<file path="src/rtl/common_pkg.sv">
// -----------------------------------------------------------------------------
// common_pkg
// Shared types and constants for the pipeline run controller.
//   run_state_t         : run-control FSM states (IDLE, RUN, HALT, STEP)
//   stage_ctrl_t        : five pipeline register enables plus three flushes
//   STALL_LIMIT_DEFAULT : default consecutive-stall watchdog threshold
//   CTRL_*              : canned stage-control patterns used by the sequencer
// -----------------------------------------------------------------------------
package common_pkg;

    typedef enum logic [1:0] {
        IDLE = 2'd0,
        RUN  = 2'd1,
        HALT = 2'd2,
        STEP = 2'd3
    } run_state_t;

    // Field order (MSB first) is fixed so the canned patterns below read
    // left to right as fetch, decode, execute, mem, wb | dflush, eflush, mflush.
    typedef struct packed {
        logic fetch_en;
        logic decode_en;
        logic execute_en;
        logic mem_en;
        logic wb_en;
        logic decode_flush;
        logic execute_flush;
        logic mem_flush;
    } stage_ctrl_t;

    localparam int STALL_LIMIT_DEFAULT = 64;

    // Everything frozen, nothing flushed (HALT, reset).
    localparam stage_ctrl_t CTRL_HOLD       = 8'b0000_0000;
    // Frozen but all younger stages flushed (IDLE, program reload).
    localparam stage_ctrl_t CTRL_FLUSH_ONLY = 8'b0000_0111;
    // Normal flow: everything advances.
    localparam stage_ctrl_t CTRL_FLOW       = 8'b1111_1000;
    // Taken branch in MEM: advance and squash the three younger slots.
    localparam stage_ctrl_t CTRL_BRANCH     = 8'b1111_1111;
    // Multicycle execute busy: front end holds, bubble goes into MEM.
    localparam stage_ctrl_t CTRL_BUBBLE     = 8'b0001_1001;
    // Load-use hazard: IF/ID hold, bubble goes into EX.
    localparam stage_ctrl_t CTRL_HAZARD     = 8'b0011_1010;
    // ebreak retiring: let WB complete, squash everything younger, keep the PC.
    localparam stage_ctrl_t CTRL_SQUASH     = 8'b0111_1111;

endpackage

</file>
<file path="src/rtl/pipe_perf_counters.sv">
// -----------------------------------------------------------------------------
// pipe_perf_counters
// Free-running cycle and retired-instruction counters for the debug view.
// Both wrap at 2^CNT_W, clear synchronously on 'clear' and otherwise hold.
// Ports:
//   clk, rst       : clock, asynchronous active-low reset
//   clear          : synchronous clear (program start), wins over counting
//   active         : count this cycle into cycle_count
//   retire         : count this cycle into instret_count
//   cycle_count    : active cycles since last clear
//   instret_count  : retired instructions since last clear
// -----------------------------------------------------------------------------
module pipe_perf_counters #(
    parameter int CNT_W = 32
) (
    input  logic             clk,
    input  logic             rst,
    input  logic             clear,
    input  logic             active,
    input  logic             retire,
    output logic [CNT_W-1:0] cycle_count,
    output logic [CNT_W-1:0] instret_count
);

    localparam logic [CNT_W-1:0] CNT_ZERO = {CNT_W{1'b0}};
    localparam logic [CNT_W-1:0] CNT_ONE  = {{(CNT_W-1){1'b0}}, 1'b1};

    logic [CNT_W-1:0] cycle_r;
    logic [CNT_W-1:0] instret_r;

    // Active-cycle counter.
    always_ff @(posedge clk or negedge rst) begin
        if (!rst) begin
            cycle_r <= CNT_ZERO;
        end else if (clear) begin
            cycle_r <= CNT_ZERO;
        end else if (active) begin
            cycle_r <= cycle_r + CNT_ONE;
        end else begin
            cycle_r <= cycle_r;
        end
    end

    // Retired-instruction counter.
    always_ff @(posedge clk or negedge rst) begin
        if (!rst) begin
            instret_r <= CNT_ZERO;
        end else if (clear) begin
            instret_r <= CNT_ZERO;
        end else if (retire) begin
            instret_r <= instret_r + CNT_ONE;
        end else begin
            instret_r <= instret_r;
        end
    end

    assign cycle_count   = cycle_r;
    assign instret_count = instret_r;

endmodule

</file>
<file path="src/rtl/pipeline_run_controller.sv">
// -----------------------------------------------------------------------------
// pipeline_run_controller
// Central sequencer for the 5-stage RISC-V pipeline. Owns run control
// (IDLE / RUN / HALT / STEP) and converts hazard, bubble and branch events
// into per-stage register enables and flushes with zero-cycle latency
// (outputs are combinational from the registered state and current inputs).
//
// Optional build macro: PIPE_CTRL_WATCHDOG_EN
//   defined   : a consecutive-stall counter trips after STALL_LIMIT stalled
//               RUN cycles, sets sticky stall_timeout and forces RUN -> HALT.
//   undefined : stall_timeout is tied low and no stall counter exists.
//
// Ports:
//   clk, rst        : clock, asynchronous active-low reset
//   start           : 1 = program loaded; 0 forces IDLE (highest priority)
//   halt_req        : ebreak in WB, qualified by wb_valid
//   step_req        : pulse, advance one cycle while halted
//   resume_req      : pulse, HALT -> RUN (wins over step_req)
//   hazard_detected : load-use hazard from decode
//   insert_bubble   : multicycle execute unit busy
//   branch_taken    : branch/jump resolved taken in MEM
//   wb_valid        : real instruction present in WB
//   *_en            : pipeline register / PC enables
//   *_flush         : bubble injection into ID / EX / MEM
//   running, halted : state == RUN, state == HALT
//   stall_timeout   : sticky watchdog flag
//   cycle_count     : RUN/STEP cycles since last program start
//   instret_count   : retired instructions since last program start
// -----------------------------------------------------------------------------
module pipeline_run_controller
    import common_pkg::*;
#(
    parameter int CNT_W       = 32,
    parameter int STALL_LIMIT = STALL_LIMIT_DEFAULT
) (
    input  logic             clk,
    input  logic             rst,
    input  logic             start,
    input  logic             halt_req,
    input  logic             step_req,
    input  logic             resume_req,
    input  logic             hazard_detected,
    input  logic             insert_bubble,
    input  logic             branch_taken,
    input  logic             wb_valid,
    output logic             fetch_en,
    output logic             decode_en,
    output logic             execute_en,
    output logic             mem_en,
    output logic             wb_en,
    output logic             decode_flush,
    output logic             execute_flush,
    output logic             mem_flush,
    output logic             running,
    output logic             halted,
    output logic             stall_timeout,
    output logic [CNT_W-1:0] cycle_count,
    output logic [CNT_W-1:0] instret_count
);

    run_state_t  state_r;
    run_state_t  state_s;
    stage_ctrl_t rules_s;
    stage_ctrl_t ctrl_s;
    stage_ctrl_t out_s;
    logic        counter_clear_s;
    logic        stall_cycle_s;
    logic        watchdog_trip_s;
    logic        active_s;
    logic        retire_s;

    // Run-control state register.
    always_ff @(posedge clk or negedge rst) begin
        if (!rst) begin
            state_r <= IDLE;
        end else begin
            state_r <= state_s;
        end
    end

    // Stage rules for a flowing pipeline; a taken branch cancels any
    // multicycle op or hazard because those instructions are being squashed.
    always_comb begin
        rules_s = CTRL_FLOW;
        if (branch_taken) begin
            rules_s = CTRL_BRANCH;
        end else if (insert_bubble) begin
            rules_s = CTRL_BUBBLE;
        end else if (hazard_detected) begin
            rules_s = CTRL_HAZARD;
        end else begin
            rules_s = CTRL_FLOW;
        end
    end

    // Next-state and stage-control selection.
    always_comb begin
        state_s         = state_r;
        ctrl_s          = CTRL_HOLD;
        counter_clear_s = 1'b0;
        if (!start) begin
            state_s = IDLE;
            ctrl_s  = CTRL_FLUSH_ONLY;
        end else begin
            case (state_r)
                IDLE: begin
                    state_s         = RUN;
                    ctrl_s          = CTRL_FLUSH_ONLY;
                    counter_clear_s = 1'b1;
                end
                RUN, STEP: begin
                    if (halt_req && wb_valid) begin
                        state_s = HALT;
                        ctrl_s  = CTRL_SQUASH;
                    end else if (watchdog_trip_s) begin
                        // Watchdog stops the machine as-is; nothing squashed.
                        state_s = HALT;
                        ctrl_s  = rules_s;
                    end else if (state_r == STEP) begin
                        state_s = HALT;
                        ctrl_s  = rules_s;
                    end else begin
                        state_s = RUN;
                        ctrl_s  = rules_s;
                    end
                end
                HALT: begin
                    ctrl_s = CTRL_HOLD;
                    if (resume_req) begin
                        state_s = RUN;
                    end else if (step_req) begin
                        state_s = STEP;
                    end else begin
                        state_s = HALT;
                    end
                end
                default: begin
                    state_s = IDLE;
                    ctrl_s  = CTRL_FLUSH_ONLY;
                end
            endcase
        end
    end

    // Outputs are forced quiet while reset is held, independent of inputs.
    assign out_s = rst ? ctrl_s : CTRL_HOLD;

    assign fetch_en      = out_s.fetch_en;
    assign decode_en     = out_s.decode_en;
    assign execute_en    = out_s.execute_en;
    assign mem_en        = out_s.mem_en;
    assign wb_en         = out_s.wb_en;
    assign decode_flush  = out_s.decode_flush;
    assign execute_flush = out_s.execute_flush;
    assign mem_flush     = out_s.mem_flush;
    assign running       = (state_r == RUN);
    assign halted        = (state_r == HALT);

    // Only RUN counts toward the watchdog; a single STEP never trips it.
    assign stall_cycle_s = start && (state_r == RUN) && !rules_s.fetch_en;

`ifdef PIPE_CTRL_WATCHDOG_EN
    localparam int STALL_W = $clog2(STALL_LIMIT + 1);

    logic [STALL_W-1:0] stall_cnt_r;
    logic               timeout_r;

    // Trip on the STALL_LIMIT-th consecutive stalled cycle.
    assign watchdog_trip_s = stall_cycle_s &&
                             (stall_cnt_r == STALL_W'(STALL_LIMIT - 1));

    // Consecutive-stall counter, cleared by any non-stalled cycle.
    always_ff @(posedge clk or negedge rst) begin
        if (!rst) begin
            stall_cnt_r <= {STALL_W{1'b0}};
        end else if (stall_cycle_s) begin
            stall_cnt_r <= stall_cnt_r + STALL_W'(1);
        end else begin
            stall_cnt_r <= {STALL_W{1'b0}};
        end
    end

    // Sticky timeout flag, released only by a fresh program start.
    always_ff @(posedge clk or negedge rst) begin
        if (!rst) begin
            timeout_r <= 1'b0;
        end else if (counter_clear_s) begin
            timeout_r <= 1'b0;
        end else if (watchdog_trip_s) begin
            timeout_r <= 1'b1;
        end else begin
            timeout_r <= timeout_r;
        end
    end

    assign stall_timeout = timeout_r;
`else
    logic [31:0] unused_stall_limit_s;

    assign unused_stall_limit_s = 32'(STALL_LIMIT);
    assign watchdog_trip_s      = 1'b0;
    assign stall_timeout        = 1'b0;
`endif

    assign active_s = (state_r == RUN) || (state_r == STEP);
    assign retire_s = wb_valid && out_s.wb_en;

    pipe_perf_counters #(
        .CNT_W (CNT_W)
    ) u_perf (
        .clk           (clk),
        .rst           (rst),
        .clear         (counter_clear_s),
        .active        (active_s),
        .retire        (retire_s),
        .cycle_count   (cycle_count),
        .instret_count (instret_count)
    );

endmodule

</file>
<file path="config.mk">
export PLATFORM = sky130hd
export DESIGN_NAME = pipeline_run_controller
export DESIGN_NICKNAME = d
export VERILOG_FILES = /design/src/rtl/common_pkg.sv /design/src/rtl/pipe_perf_counters.sv /design/src/rtl/pipeline_run_controller.sv
export SDC_FILE = /design/constraint.sdc
export NUM_CORES = 1
export LEC_CHECK = 0
export CAP_MARGIN = 10
export CELL_PAD_IN_SITES_DETAIL_PLACEMENT = 0
export CELL_PAD_IN_SITES_GLOBAL_PLACEMENT = 2
export CORE_MARGIN = 3
export CORE_UTILIZATION = 27
export DETAILED_ROUTE_END_ITERATION = 8
export PLACE_DENSITY = 0.78
export SETUP_SLACK_MARGIN = 0.1
export SYNTH_ARGS = -nofsm -noshare
export SYNTH_HDL_FRONTEND = slang
export SYNTH_SLANG_ARGS = --single-unit
</file>
<file path="constraint.sdc">
create_clock -name clk -period 2.25 [get_ports clk]
set_clock_uncertainty 0.2 [all_clocks]
set_input_delay 0.225 -clock clk [delete_from_list [all_inputs] [get_ports clk]]
set_output_delay 0.225 -clock clk [all_outputs]
set_load 0.02 [all_outputs]
</file>
==> flow_summary.ini <==
[status]
status = complete, no violations

[sta]
setup_violations = 0
setup_ws_ns = 0.164
fin_crit_sh_pct = 92.7
final.setup.tns_ns = 0
drv_slew = 0
hold_violations = 0
fmax_mhz = 479
slew_headroom_pct = 44.1
rsz0062_at_grt = true
fin_crit_ns = 2.09
tightest_slew_ns = 0.838

[final_layout]
areaGrowthSynthToFinish_pct = 55.1
fin_nets = 556
diodes = 0
stdcell_count = 721
drive_gt1_share_pct = 25.7
utilization_pct = 43.6

[die]
num_rows = 41
die-width_um = 122
die_area_um2 = 14800
pin_count = 85
core-area_um2 = 12900
die_h_um = 122
initial_core_util_pct = 28.1

[global_route]
antenna_found_initial = 0
grt.total_usage_pct = 14.5
grt_pass1_wl_um = 17200
grt_pass1_vias = 3408
overflow = 0
grt_start_max_net_pins = 63

[synth]
synth.most_common_cell = dfrtp_1
ys_ff_latch = 66
synthCells = 398
yosysSeqAreaShare_pct = 45.6
ys_top_cells_by_area = dfrtp_1 (46%), a21oi_1 (6.8%), nand2_1 (3.4%)
yosys_warnings = 0
ys_top_cells_by_count = dfrtp_1 (66), a21oi_1 (49), nand2_1 (33), nand3_1 (22), o21ai_0 (20)
synth_area_leader_cell = dfrtp_1
synth.distinct_cells = 40
synthFlopType = dfrtp_1
async_reset_ff_share_pct = 100
syn_avg_cell_area_um2 = 9.09
synthesis.nets = 410
synth_edf_count = 0
syn_area_um2 = 3620
synth_top_area_share_pct = 45.6

[power_and_ir_drop]
ir_worst_vdd_v = 0.000450
power.share.switching_pct = 24.1
power.net_switching_mw = 0.799
power_density_nw_per_um2 = 590
finalPower_mw = 3.31
pwr-share-comb_pct = 11.3
p_leak_nw = 2.22
clkPwrFrac_pct = 49.9
p_int_mw = 2.51
pwr-share-seq_pct = 38.8

[placement]
place_congestion = 0.772
port_buffers = 83
dpl_worst_slack_ns = -0.307
placedCellCount = 690
dpl.hpwl_um = 7580

[detailed_routing]
drt_wl_total_um = 10600
drt_iter0_markers = 220
drc = 0
avgViaCountPerCell = 5.02
vias = 3622
wl_per_cell_um = 14.7
drt_pass1_iterations = 4
route.antenna.remaining_nets = 0

[clocking]
cts_buffer_depth = 2
clk_latency_ns = 0.34
clock-sinks = 66
cts_tree = built
clkTransAtPathRegs_ns = 0.06
cts_root_buffer = clkbuf_16
h-tree-depth = 3
cts_buffers = 9

[critical_path]
crit_path_top_delay_cell = or4_4
regToRegSetupSlack_ns = 0.16
required_ns = 2.31
r2r-start = u_perf.cycle_count[22]
cpMostUsedCell = or4_4
crit_start = u_perf.cycle_count[22]
cp-start-kind = flop
crit_fanout = 8
worst_ep_arrival_time_ns = 2.15
crit_type = flop to flop
slowest_delay_ns = 0.63
crit_chain = nand4_1 > or4_4 > or4_4 > a21oi_2
cp-end-kind = flop

[min_path]
hold_class = input port to async pin

[run]
maxCapViolations = 0
power groups by stage:
stage,clock network [mW],logic [mW],registers (mW)
6_report,1.65,0.375,1.29
5_1_grt,1.75,0.413,1.29
4_1_cts,1.70,0.351,1.28
3_5_place_dp,0,0.340,1.30
3_3_place_gp,0,0.339,1.30
2_1_floorplan,0,0.120,1.33
layer usage:
layer  routed length, µm  global-route usage (%)  up-vias
met3                 653                    4.41       13
met5                   0                       0        -
li1                    -                       -     1770
met2                4690                    21.6       95
met4                 144                    5.11        0
met1                5100                    20.1     1744
worst max-delay path: cells and delay by family (launching register included):
| kind | cells | cell delay, ns |
|---|---|---|
| AND/OR/NAND/NOR | 3 | 1.30 |
| flip-flops | 1 | 0.37 |
| AO/OA/AOI/OAI | 1 | 0.14 |
final cells by class:
cell class	count	area (µm²)
flip-flops and latches	66	1670
clock inverters	6	114
multi-input cells	293	1920
well taps	172	215
clock buffers	10	239
inverters	17	63.8
fillers	1265	7260
repair buffers	157	1390
layout by cell type (no fill, tap or decap), drive strengths merged, types with 13 or more instances in the layout:
cell type	netlist	layout
inv	17	17
or3	19	19
buf	9	72
nand2	33	33
clkdlybuf4s50	0	72
or4	16	16
nand3	22	22
dfrtp	66	66
nand4	17	17
o31ai	14	14
clkbuf	13	13
a21oi	49	49
o21ai	20	20
nor2	18	18
cell families after synthesis:
family                   after synthesis  share of synthesized area [%]
AND/OR/NAND/NOR                      175                           28.8
AO/OA/AOI/OAI                         96                           15.6
flip-flops                            66                           45.6
buffers and inverters                 39                           4.46
XOR/XNOR                              15                           3.63
multiplexers                           4                           1.11
adder cells (fa/ha/maj)                2                          0.691
other                                  1                          0.104
sequential cells by signal, indices dropped and copies added, names as in the netlist:
| signal | count |
|---|---|
| u_perf.cycle_count | 32 |
| u_perf.instret_count | 32 |
| state_r | 2 |
stage by stage:
stage / hold slack [ns] / area [µm²]
2_1_floorplan: -0.271 / 3650
3_3_place_gp: 0.0299 / 5050
3_5_place_dp: 0.0247 / 5050
4_1_cts: 0.136 / 5500
5_1_grt: 0.180 / 5610
6_report: 0.0844 / 5610
repair_timing:
| action | 4_1_cts | 5_1_grt |
|---|---|---|
| pin swaps | 6 | 12 |
| hold endpoints to repair | 4 | 0 |
| setup endpoints to repair | 34 | 22 |
| hold buffers | 3 | 0 |
| gates resized for setup | 17 | 27 |
| cloned | 0 | 0 |
| setup buffers | 6 | 6 |
path summary, 6_finish.rpt:
path	endpoint	depth (start not counted)
hold reg to reg	u_perf.cycle_count[31]	2
setup / recovery	u_perf.cycle_count[27]	4
min in group clk	u_perf.instret_count[1]	4
setup reg to reg	u_perf.cycle_count[27]	4
max in group asynchronous	u_perf.cycle_count[8]	3
hold / removal	u_perf.instret_count[16]	3
Power figures use the tool's default switching activity.
